--- src/rtl/idli_pkg.sv ---
// Shared types for the idli core: slice/counter types and the UART transmitter debug view.
package idli_pkg;

    typedef logic [1:0] ctr_t;
    typedef logic [3:0] slice_t;

    typedef enum logic [1:0] {
        UTX_IDLE,
        UTX_START,
        UTX_DATA,
        UTX_STOP
    } utx_state_t;

    typedef struct packed {
        utx_state_t state;
        logic [2:0] bit_q;
        logic       byte_hi;
        logic       buf_vld;
    } utx_debug_t;

    typedef struct packed {
        logic stall_utx;
    } ex_debug_t;

    typedef struct packed {
        ex_debug_t  ex;
        utx_debug_t utx;
    } debug_t;

endpackage

--- src/rtl/idli_utx.sv ---
// UART transmitter: buffers one 16b word written as four 4b slices, then sends it as two
// back-to-back 8N1 frames (low byte first, LSB first).
module idli_utx
    import idli_pkg::*;
#(
    parameter int unsigned CYCLES_PER_BIT = 16
) (
    input  logic       i_clk,
    input  logic       i_rst_n,
    input  ctr_t       i_ctr,
    input  logic       i_vld,
    input  slice_t     i_data,
    output logic       o_stall,
    output logic       o_tx,
    output utx_debug_t o_debug
);

    localparam int unsigned      BaudW    = $clog2(CYCLES_PER_BIT);
    localparam logic [BaudW-1:0] BaudLast = BaudW'(CYCLES_PER_BIT - 1);

    logic [15:0]      buf_q, buf_d;
    logic             buf_vld_q, buf_vld_d;
    logic             cap_q, cap_d;
    logic [15:0]      shift_q, shift_d;
    utx_state_t       state_q, state_d;
    logic [BaudW-1:0] baud_q, baud_d;
    logic [2:0]       bit_q, bit_d;
    logic             byte_hi_q, byte_hi_d;

    logic       wr_first;
    logic       accept;
    logic       baud_done;
    logic       load;
    logic [7:0] cur_byte;

    always_comb begin
        buf_d     = buf_q;
        buf_vld_d = buf_vld_q;
        cap_d     = cap_q;
        shift_d   = shift_q;
        state_d   = state_q;
        baud_d    = baud_q + 1'b1;
        bit_d     = bit_q;
        byte_hi_d = byte_hi_q;
        load      = 1'b0;

        wr_first  = i_vld && (i_ctr == 2'd0);
        accept    = wr_first && !buf_vld_q;
        o_stall   = wr_first && buf_vld_q;
        baud_done = (baud_q == BaudLast);

        unique case (state_q)
            UTX_IDLE: begin
                baud_d = '0;
                load   = buf_vld_q;
            end
            UTX_START: begin
                if (baud_done) begin
                    state_d = UTX_DATA;
                    bit_d   = 3'd0;
                end
            end
            UTX_DATA: begin
                if (baud_done) begin
                    bit_d = bit_q + 1'b1;
                    if (bit_q == 3'd7) begin
                        state_d = UTX_STOP;
                    end
                end
            end
            UTX_STOP: begin
                if (baud_done) begin
                    if (!byte_hi_q) begin
                        byte_hi_d = 1'b1;
                        state_d   = UTX_START;
                    end else begin
                        state_d = UTX_IDLE;
                        // Chain straight into the next buffered word with no idle gap.
                        load    = buf_vld_q;
                    end
                end
            end
            default: state_d = UTX_IDLE;
        endcase

        if (baud_done) begin
            baud_d = '0;
        end

        if (load) begin
            shift_d   = buf_q;
            buf_vld_d = 1'b0;
            byte_hi_d = 1'b0;
            state_d   = UTX_START;
            baud_d    = '0;
        end

        // Slices 1..3 follow an accepted slice 0 regardless of i_vld.
        if (accept) begin
            buf_d[3:0] = i_data;
            cap_d      = 1'b1;
        end else if (cap_q) begin
            unique case (i_ctr)
                2'd1: buf_d[7:4]  = i_data;
                2'd2: buf_d[11:8] = i_data;
                2'd3: begin
                    buf_d[15:12] = i_data;
                    cap_d        = 1'b0;
                    buf_vld_d    = 1'b1;
                end
                default: ;
            endcase
        end
    end

    always_comb begin
        cur_byte = byte_hi_q ? shift_q[15:8] : shift_q[7:0];
        o_tx     = 1'b1;
        unique case (state_q)
            UTX_IDLE:  o_tx = 1'b1;
            UTX_START: o_tx = 1'b0;
            UTX_DATA:  o_tx = cur_byte[bit_q];
            UTX_STOP:  o_tx = 1'b1;
            default:   o_tx = 1'b1;
        endcase
    end

    always_ff @(posedge i_clk) begin
        if (!i_rst_n) begin
            buf_q     <= '0;
            buf_vld_q <= 1'b0;
            cap_q     <= 1'b0;
            shift_q   <= '0;
            state_q   <= UTX_IDLE;
            baud_q    <= '0;
            bit_q     <= '0;
            byte_hi_q <= 1'b0;
        end else begin
            buf_q     <= buf_d;
            buf_vld_q <= buf_vld_d;
            cap_q     <= cap_d;
            shift_q   <= shift_d;
            state_q   <= state_d;
            baud_q    <= baud_d;
            bit_q     <= bit_d;
            byte_hi_q <= byte_hi_d;
        end
    end

    assign o_debug = '{state: state_q, bit_q: bit_q, byte_hi: byte_hi_q, buf_vld: buf_vld_q};

endmodule

--- config.mk ---
export PLATFORM = sky130hd
export DESIGN_NAME = idli_utx
export DESIGN_NICKNAME = d
export VERILOG_FILES = /design/src/rtl/idli_pkg.sv /design/src/rtl/idli_utx.sv
export SDC_FILE = /design/constraint.sdc
export NUM_CORES = 1
export LEC_CHECK = 0
export BUFFER_PORTS_ARGS = -buffer_cell sky130_fd_sc_hd__buf_4
export CAP_MARGIN = 5
export CORE_ASPECT_RATIO = 0.75
export CORE_UTILIZATION = 51
export DETAILED_ROUTE_END_ITERATION = 6
export PLACE_DENSITY = 0.74
export SKIP_LAST_GASP = 1
export SYNTH_ARGS = -nofsm -noshare
export SYNTH_HDL_FRONTEND = slang
export SYNTH_SLANG_ARGS = --single-unit
--- constraint.sdc ---
create_clock -name i_clk -period 3.65 [get_ports i_clk]
set_input_delay 0.1825 -clock i_clk [delete_from_list [all_inputs] [get_ports i_clk]]
set_output_delay 0.1825 -clock i_clk [all_outputs]
set_load 0.005 [all_outputs]
Word-level counts from Yosys, hierarchy flattened
Cells that the tools add are included.
{"block": "totals", "regBits": 44, "wordCells": 76, "in_bits": 9}
{"block": "op_classes", "muxes": 24, "magnitude_cmp": 1, "bitwise": 2, "add_sub_neg": 2, "n_eq_ne": 16, "reduce_logical": 19}
{"cell": "$mux 1", "count": 12}
{"cell": "$ne 3x3->1 const B", "count": 4}
{"cell": "$reduce_and 3->1", "count": 4}
{"cell": "$reduce_and 5->1", "count": 2}
{"cell": "$eq 2x2->1 const B", "count": 4}
{"cell": "$mux 2", "count": 4}
{"cell": "$mux 8", "count": 1}
{"cell": "$ne 2x2->1 const B", "count": 4}
{"cell": "$mux 3", "count": 2}
{"cell": "$pmux 2 s3", "count": 1}
{"cell": "$pmux 3 s2", "count": 1}
{"cell": "$add 4x1->4 const B", "count": 1}
{"cell": "$eq 2x1->1 const B", "count": 2}
{"cell": "$eq 4x4->1 const B", "count": 1}
{"cell": "$logic_not 2->1", "count": 2}
{"cell": "$lt 3x4->1 const B", "count": 1}
{"cell": "$reduce_bool 4->1", "count": 1}
{"cell": "$reduce_or 2->1", "count": 2}
{"cell": "$reduce_or 4->1", "count": 1}
{"cell": "$add 3x1->3 const B", "count": 1}
{"cell": "$bmux 1 s3", "count": 1}
{"cell": "$eq 3x3->1 const B", "count": 1}
{"cell": "$logic_and 1x1->1", "count": 3}
{"cell": "$pmux 1 s3", "count": 1}
{"cell": "other kinds (6)", "count": 7}

Longest topological paths before layout
Gate-level depths: netlist of run 1.
{"block": "logic_depth", "ltp_word": 7, "ltp_mapped": 7, "depth_no_buf": 6}

Least setup slack after synthesis of run 1
Ideal clock, no wire load.
{"block": "synth_path", "path_type": "flip-flop to flip-flop", "from": "register state_q[0]", "to": "register shift_q[10]", "setup_time_ps": 116, "t_arrival_ps": 1609, "period_less_slack_ps": 1725, "path_slack_ps": 1925, "path_buffers": 1, "stages_incl_launch_ff": 8, "cell_sequence": "dfxtp_1 inv_1 ha_1 nand4b_1 o21ai_1 buf_2 mux2i_1 nor2b_1"}
{"block": "synth_between", "elab_chain_len": 2, "elab_cells_between_ends": 3}
{"item": "start, declared", "line_no": "idli_utx.sv:25", "source": "utx_state_t state_q, state_d;"}
{"item": "start signal, assigned", "line_no": "idli_utx.sv:143", "source": "state_q <= state_d;"}
{"item": "$eq 2x2->1 or $logic_not 2->1 (tied branches)", "line_no": "idli_utx.sv:52", "source": "unique case (state_q)"}
{"item": "$pmux 1 s2 (*)", "line_no": "idli_utx.sv:52"}
{"item": "end signal, assigned", "line_no": "idli_utx.sv:142", "source": "shift_q <= shift_d;"}
{"item": "end, declared", "line_no": "idli_utx.sv:24", "source": "logic [15:0] shift_q, shift_d;"}
Every way passes the cells marked *; elsewhere a longest branch is shown, timed or not.
A chain may end at the register's enable or synchronous reset.

Final worst setup path of run 1
{"block": "layout_path", "from": "register state_q[0]", "to": "register shift_q[14]"}
Same word-level chain as after synthesis.

==> metrics.md, run 1 <==
| Metric | Value |
|---|---|
| I/O pin count | 18 |
| Post-CTS Setup Bufs | 0 |
| Worst EP arrival | 2360 ps |
| Syn Nets | 203 |
| Number of setup violations in the final report | 0 |
| Post-synth EDFFs | 0 |
| Vias per cell | 5.38 |
| Main flop type after synthesis | dfxtp_1 |
| Setup crit end kind | flip-flop |
| GPL Wtd Cong | 0.730 |
| Port Buffer Count | 17 |
| WL per Instance | 15.4 um |
| Max Cap Violations | 0 |
| Post-CTS Hold Buffers | 0 |
| First-pass GRT wire length | 6500 um |
| Placed cell areas | 2180 sq um |
| Final worst path period need | 2180 ps |
| Total number of vias | 1357 |
| LEAKAGE | 0.000894 uW |
| #FFs+latches synth | 44 |
| Design area | 2290 sq um |
| Total GRT Usage | 0.208 |
| CTS Buffer Depth | 2 |
| Fin Setup TNS | 0 ps |
| FFs w/ async S/R, synth | 0 |
| Hold WC Path Type | input port to flip-flop |
| Fmax | 459 MHz |
| Crit path launch type | flip-flop |
| Worst-Skew Late Latency | 290 ps |
| Pre-antenna DRT Iters | 4 |
| Layout Nets | 216 |
| Final slew viol count | 0 |
| Worst setup margin | 1470 ps |
| Critical Path, Cell by Cell | inv_1, ha_1, nand4b_1, o21ai_2, buf_4, mux2i_1, nor2b_1 |
| Initial Util | 0.545 |
| Vias in the first global route | 1368 |
| Worst Skew | 5.12 ps |
| VDD IR-drop max | 0.250 mV |
| Core area | 3760 sq um |
| Post-Syn Instances | 186 |
| Root Buffer | clkbuf_8 |
| DIE AREA | 4280 sq um |
| Worst Path Buf+Inv | 2 |
| WHS | 174 ps |
| DRC viols | 0 |
| Num CTS Buffers | 5 |
| Mapped Area | 2050 sq um |
| Total gr overflow | 0 |
| Row Count | 19 |
| CTS tree | yes |
| # clock sinks | 44 |
| # resized after CTS | 0 |
| Final Hold Viols | 0 |
| Syn avg cell area | 11.0 sq um |
| Run status | finished, final reports clean |
| ANT cells | 0 |
| Seq/Total Area, Yosys | 0.430 |
| Slowest CP cell | dfxtp_1 |
| H-tree Lvls | 2 |
| Antenna violations before repair | 0 |
| Crit path max-delay family | buffers and inverters |
| Antenna-violating nets left | 0 |
| Pwr dens | 452 nW/um^2 |
| Synth-to-layout area growth | 11.9% |
| Slowest stage delay, CP | 420 ps |
| Chip Height | 56.9 um |
| Yosys cell types | 36 |
| Crit Path Max Fanout | 16 |
| Crit path kind | flip-flop to flip-flop |
| Worst-margin pin slew | 558 ps |
| Post-DP HPWL | 2860 um |
| RSZ-0062 raised after global routing | no |
| Initial drt markers | 60 |
| Largest net degree at the start of global routing | 43 |
| Yosys Warn Count | 0 |
| Post-layout util | 0.610 |
| Tcrit/Tclk final | 0.597 |
| Fraction of layout cells with a size suffix above 1 | 0.140 |
| Slew HR | 0.626 |
| DP Worst Slack | 1490 ps |
| CTS clock-pin slew for the worst setup and hold paths | 80 ps |
| Final wirelength | 3890 um |
| Worst EP required | 3830 ps |
| Die width | 75.2 um |
-- logic make-up (layout without fill, tap and decap cells) --
group | count (synthesis) | after routing | share of synthesized area
AOI/OAI and AO/OA | 14 | 14 | 0.0464
xor gates and xnor gates | 2 | 2 | 0.00855
adders and majority gates | 8 | 8 | 0.0489
buffers and inverters | 16 | 30 | 0.0409
DFF | 44 | 44 | 0.430
muxes | 40 | 40 | 0.227
and+or+nand+nor | 62 | 62 | 0.199
-- registers in the layout, summed over array words and instances, names as in the netlist --
signal,count
baud_q,4
bit_q,3
buf_q,16
buf_vld_q,1
byte_hi_q,1
cap_q,1
shift_q,16
state_q,2
-- worst paths after layout --
| path | start | end | slack (ps) | cells past startpoint |
|---|---|---|---|---|
| worst max-delay path | state_q[0]$_SDFFE_PN0P_ | shift_q[14]$_SDFFE_PN0P_ | 1470 | 7 |
| worst min-delay path | i_data[0] | buf_q[12]$_SDFFE_PN0P_ | 170 | 3 |
| worst max register to register | state_q[0]$_SDFFE_PN0P_ | shift_q[14]$_SDFFE_PN0P_ | 1470 | 7 |
| worst min register to register | baud_q[0]$_SDFF_PP0_ | baud_q[0]$_SDFF_PP0_ | 480 | 1 |
-- synthesized netlist by cell type (all sizes together), types with 2 or more instances --
master / count / share of area
buf: 5 / 0.019
nor2: 5 / 0.0092
a21boi: 2 / 0.0073
inv: 4 / 0.0073
mux4: 4 / 0.051
a21oi: 4 / 0.0098
o21ai: 2 / 0.0049
mux2i: 36 / 0.18
nand3: 3 / 0.0073
ha: 8 / 0.049
nand2: 2 / 0.0037
dfxtp: 44 / 0.43
nor2b: 35 / 0.11
nand3b: 7 / 0.026
clkbuf: 7 / 0.015
a32oi: 2 / 0.0086
-- per-stage QoR --
step	total power [uW]	std cells
after CTS	1040	252
after detailed placement	686	244
after global routing	1080	252
final	1030	252
after floorplan	633	186
after global placement	679	244
-- layer usage --
metal  global-route usage  vias to the layer above  part of all wire
met1                0.274                      655              0.49
met5                    0                        -                 0
met2                0.331                       22              0.47
li1                     -                      675                 -
met3               0.0557                        5             0.033
met4               0.0635                        0            0.0075
-- layout by cell type, fill, tap and decap left out, types with 2 or more instances in the layout --
master     n
dfxtp_1   44
mux2i_1   36
nor2b_1   35
buf_4     18
ha_1       8
nand3b_1   7
nor2_1     5
clkbuf_8   5
inv_1      4
a21oi_1    4
mux4_1     3
nand3_1    3
a32oi_1    2
nand2_1    2
a21boi_1   2
-- worst min-delay path: cells and delay by family --
family	cells	cell delay, ps
buffers and inverters	1	100
AND/OR/NAND/NOR	1	90
multiplexers	1	60
-- area by class of cell --
type | count | area (sq um)
fill | 340 | 1470
clock inverter | 2 | 35.0
clock buffer | 6 | 72.6
sequential | 44 | 881
multi-input combinational | 126 | 1090
tap | 52 | 65.1
inverter | 4 | 15.0
timing repair buffer | 18 | 135
-- where the power goes --
part	switching (uW)	total [uW]	internal (uW)
Clock	157	360	203
Combinational	79.9	165	84.7
Sequential	16.6	510	494
Total	253	1030	782
No activity file was read; power rests on OpenSTA's default activity.
==> inputs of run 2 (changes only) <==
--- a/config.mk
+++ b/config.mk
@@ -10,7 +10,7 @@
 export CORE_ASPECT_RATIO = 0.75
 export CORE_UTILIZATION = 51
 export DETAILED_ROUTE_END_ITERATION = 6
-export PLACE_DENSITY = 0.74
+export PLACE_DENSITY = 0.77
 export SKIP_LAST_GASP = 1
 export SYNTH_ARGS = -nofsm -noshare
 export SYNTH_HDL_FRONTEND = slang
==> constraint.sdc (replaced) <==
create_clock -name i_clk -period 1.9 [get_ports i_clk]
set_input_delay 0.095 -clock i_clk [delete_from_list [all_inputs] [get_ports i_clk]]
set_output_delay 0.095 -clock i_clk [all_outputs]
set_load 0.005 [all_outputs]
==> run 2 against run 1 <==
Compared with the run above:
- the flow now finishes with violations (negative setup slack)
- flip-flop and latch count is the same
- design area grew 8.7%
- sequential share of layout area shrank 2.5 points
- hold slack lost 81 ps
- critical endpoint is now shift_q[2]$_SDFFE_PN0P_
- largest cell class unchanged
==> metrics.md, run 2 (same netlist as run 1, synthesis figures left out) <==
| Metric | Value |
|---|---|
| Post-DP HPWL | 2780 um |
| Slew HR | 0.649 |
| RSZ-0062 raised after global routing | yes |
| Internal | 1680 uW |
| WHS | 92.7 ps |
| Pre-antenna DRT Iters | 4 |
| Initial Util | 0.545 |
| Layout Cells excl Fill | 260 |
| Row Count | 19 |
| Num CTS Buffers | 5 |
| ANT cells | 0 |
| GPL Wtd Cong | 0.842 |
| Fmax | 524 MHz |
| Final wirelength | 4320 um |
| Vias in the first global route | 1394 |
| Root Buffer | clkbuf_8 |
| Max Cap Violations | 0 |
| Placed cell areas | 2200 sq um |
| Total gr overflow | 0 |
| Antenna violations before repair | 0 |
| Antenna-violating nets left | 0 |
| Area taken by multi-input logic gates | 1130 sq um |
| Fraction of layout cells with a size suffix above 1 | 0.240 |
| Core area | 3760 sq um |
| Final slew viol count | 0 |
| CTS Buffer Depth | 2 |
| Seq pwr share | 0.451 |
| CTS clock-pin slew for the worst setup and hold paths | 80 ps |
| Final Hold Viols | 0 |
| Net Sw Frac | 0.235 |
| Initial drt markers | 86 |
| Die width | 75.2 um |
| CTS tree | yes |
| First-pass GRT wire length | 6630 um |
| Tcrit/Tclk final | 1.00 |
| Post-Place Cells | 245 |
| LEAKAGE | 0.000969 uW |
| Chip Height | 56.9 um |
| Port Buffer Count | 17 |
| # clock sinks | 44 |
| Number of setup violations in the final report | 1 |
| Net Switching | 517 uW |
| Most frequent cells in the layout | 40 x dfxtp_1, 35 x nor2b_1, 34 x mux2i_1, 23 x buf_4, 7 x nand3b_1 |
| Layout Nets | 225 |
| Worst EP arrival | 2090 ps |
| Gate power share | 0.177 |
| WL per Instance | 16.6 um |
| Worst-margin pin slew | 525 ps |
| Hold WC Path Type | input port to flip-flop |
| Commonest non-fill, non-tap cell in the layout | dfxtp_1 |
| Pwr dens | 883 nW/um^2 |
| Worst EP required | 2080 ps |
| Clock power share | 0.372 |
| Final worst path period need | 1910 ps |
| VDD IR-drop max | 0.485 mV |
| Vias per cell | 5.45 |
| Total number of vias | 1416 |
| Failing checks | negative setup slack |
| Largest registers | buf_q x16, shift_q x16, baud_q x4 |
| Worst setup margin | -8.68 ps |
| Largest net degree at the start of global routing | 43 |
| H-tree Lvls | 2 |
| I/O pin count | 18 |
| Register Area | 896 sq um |
| Crit path launch type | flip-flop |
| Run status | finished with violations |
| Synth-to-layout area growth | 21.6% |
| Design area | 2490 sq um |
| Worst-Skew Late Latency | 290 ps |
| DIE AREA | 4280 sq um |
| DRC viols | 0 |
| Crit path kind | flip-flop to flip-flop |
| Total GRT Usage | 0.209 |
| Fillers | 282 |
| Setup crit end kind | flip-flop |
| Crit Path Max Fanout | 5 |
| Worst Skew | 7.21 ps |
[run 2: layer usage]
metal  vias to the layer above  wire length, um  track usage
met5                         -                0            0
met4                         0               57       0.0529
met3                         7              182       0.0592
met2                        38             2050        0.332
met1                       681             2030        0.280
li1                        690                -            -
[run 2: repair_timing]
item | in CTS | in global routing
gates cloned | 0 | 3
buffers inserted | 1 | 4
hold endpoints to repair | 0 | 0
pin swaps | 0 | 1
resized for setup | 6 | 13
hold buffers | 0 | 0
setup endpoints to repair | 1 | 20
[run 2: final timing paths]
kind | cells past startpoint | from | slack, ps | endpoint
setup / recovery | 7 | state_q[0]$_SDFFE_PN0P_ | -9 | shift_q[2]$_SDFFE_PN0P_
hold / removal | 3 | i_data[2] | 90 | buf_q[10]$_SDFFE_PN0P_
setup reg to reg | 7 | state_q[0]$_SDFFE_PN0P_ | -9 | shift_q[2]$_SDFFE_PN0P_
hold reg to reg | 1 | baud_q[0]$_SDFF_PP0_ | 460 | baud_q[0]$_SDFF_PP0_
[run 2: final cells by class]
| type | instances | area share |
|---|---|---|
| Clock inverter | 2 | 0.0241 |
| Tap cell | 52 | 0.0261 |
| Timing Repair Buffer | 27 | 0.102 |
| Sequential cell | 44 | 0.360 |
| Multi-Input combinational cell | 126 | 0.455 |
| Inverter | 4 | 0.00603 |
| Clock buffer | 5 | 0.0276 |
[run 2: power by group through the flow]
stage               combinational, uW  sequential (uW)  clock [uW]
floorplan                         222              995           0
global placement                  297              998           0
detailed placement                320             1000           0
CTS                               324              979         830
global route                      415              996         867
finish                            389              993         817
[run 2: worst max-delay path, stage by stage, from the launching register on]
cell       delay, ps
dfxtp_4          370
inv_2            120
ha_4             230
nand4b_1         230
o21ai_4          330
clkbuf_16        220
mux2i_1          210
nor2b_1           80
[run 2: per-stage QoR]
stage / TNS [ps] / total power [uW] / utilization / setup slack, ps
after floorplan: 0 / 1220 / - / 175
after global placement: 0 / 1300 / 0.587 / 131
after detailed placement: 0 / 1320 / 0.587 / 20.3
after CTS: 0 / 2130 / 0.626 / 3.78
after global routing: -133 / 2280 / 0.663 / -44.1
final: -8.68 / 2200 / 0.663 / -8.68
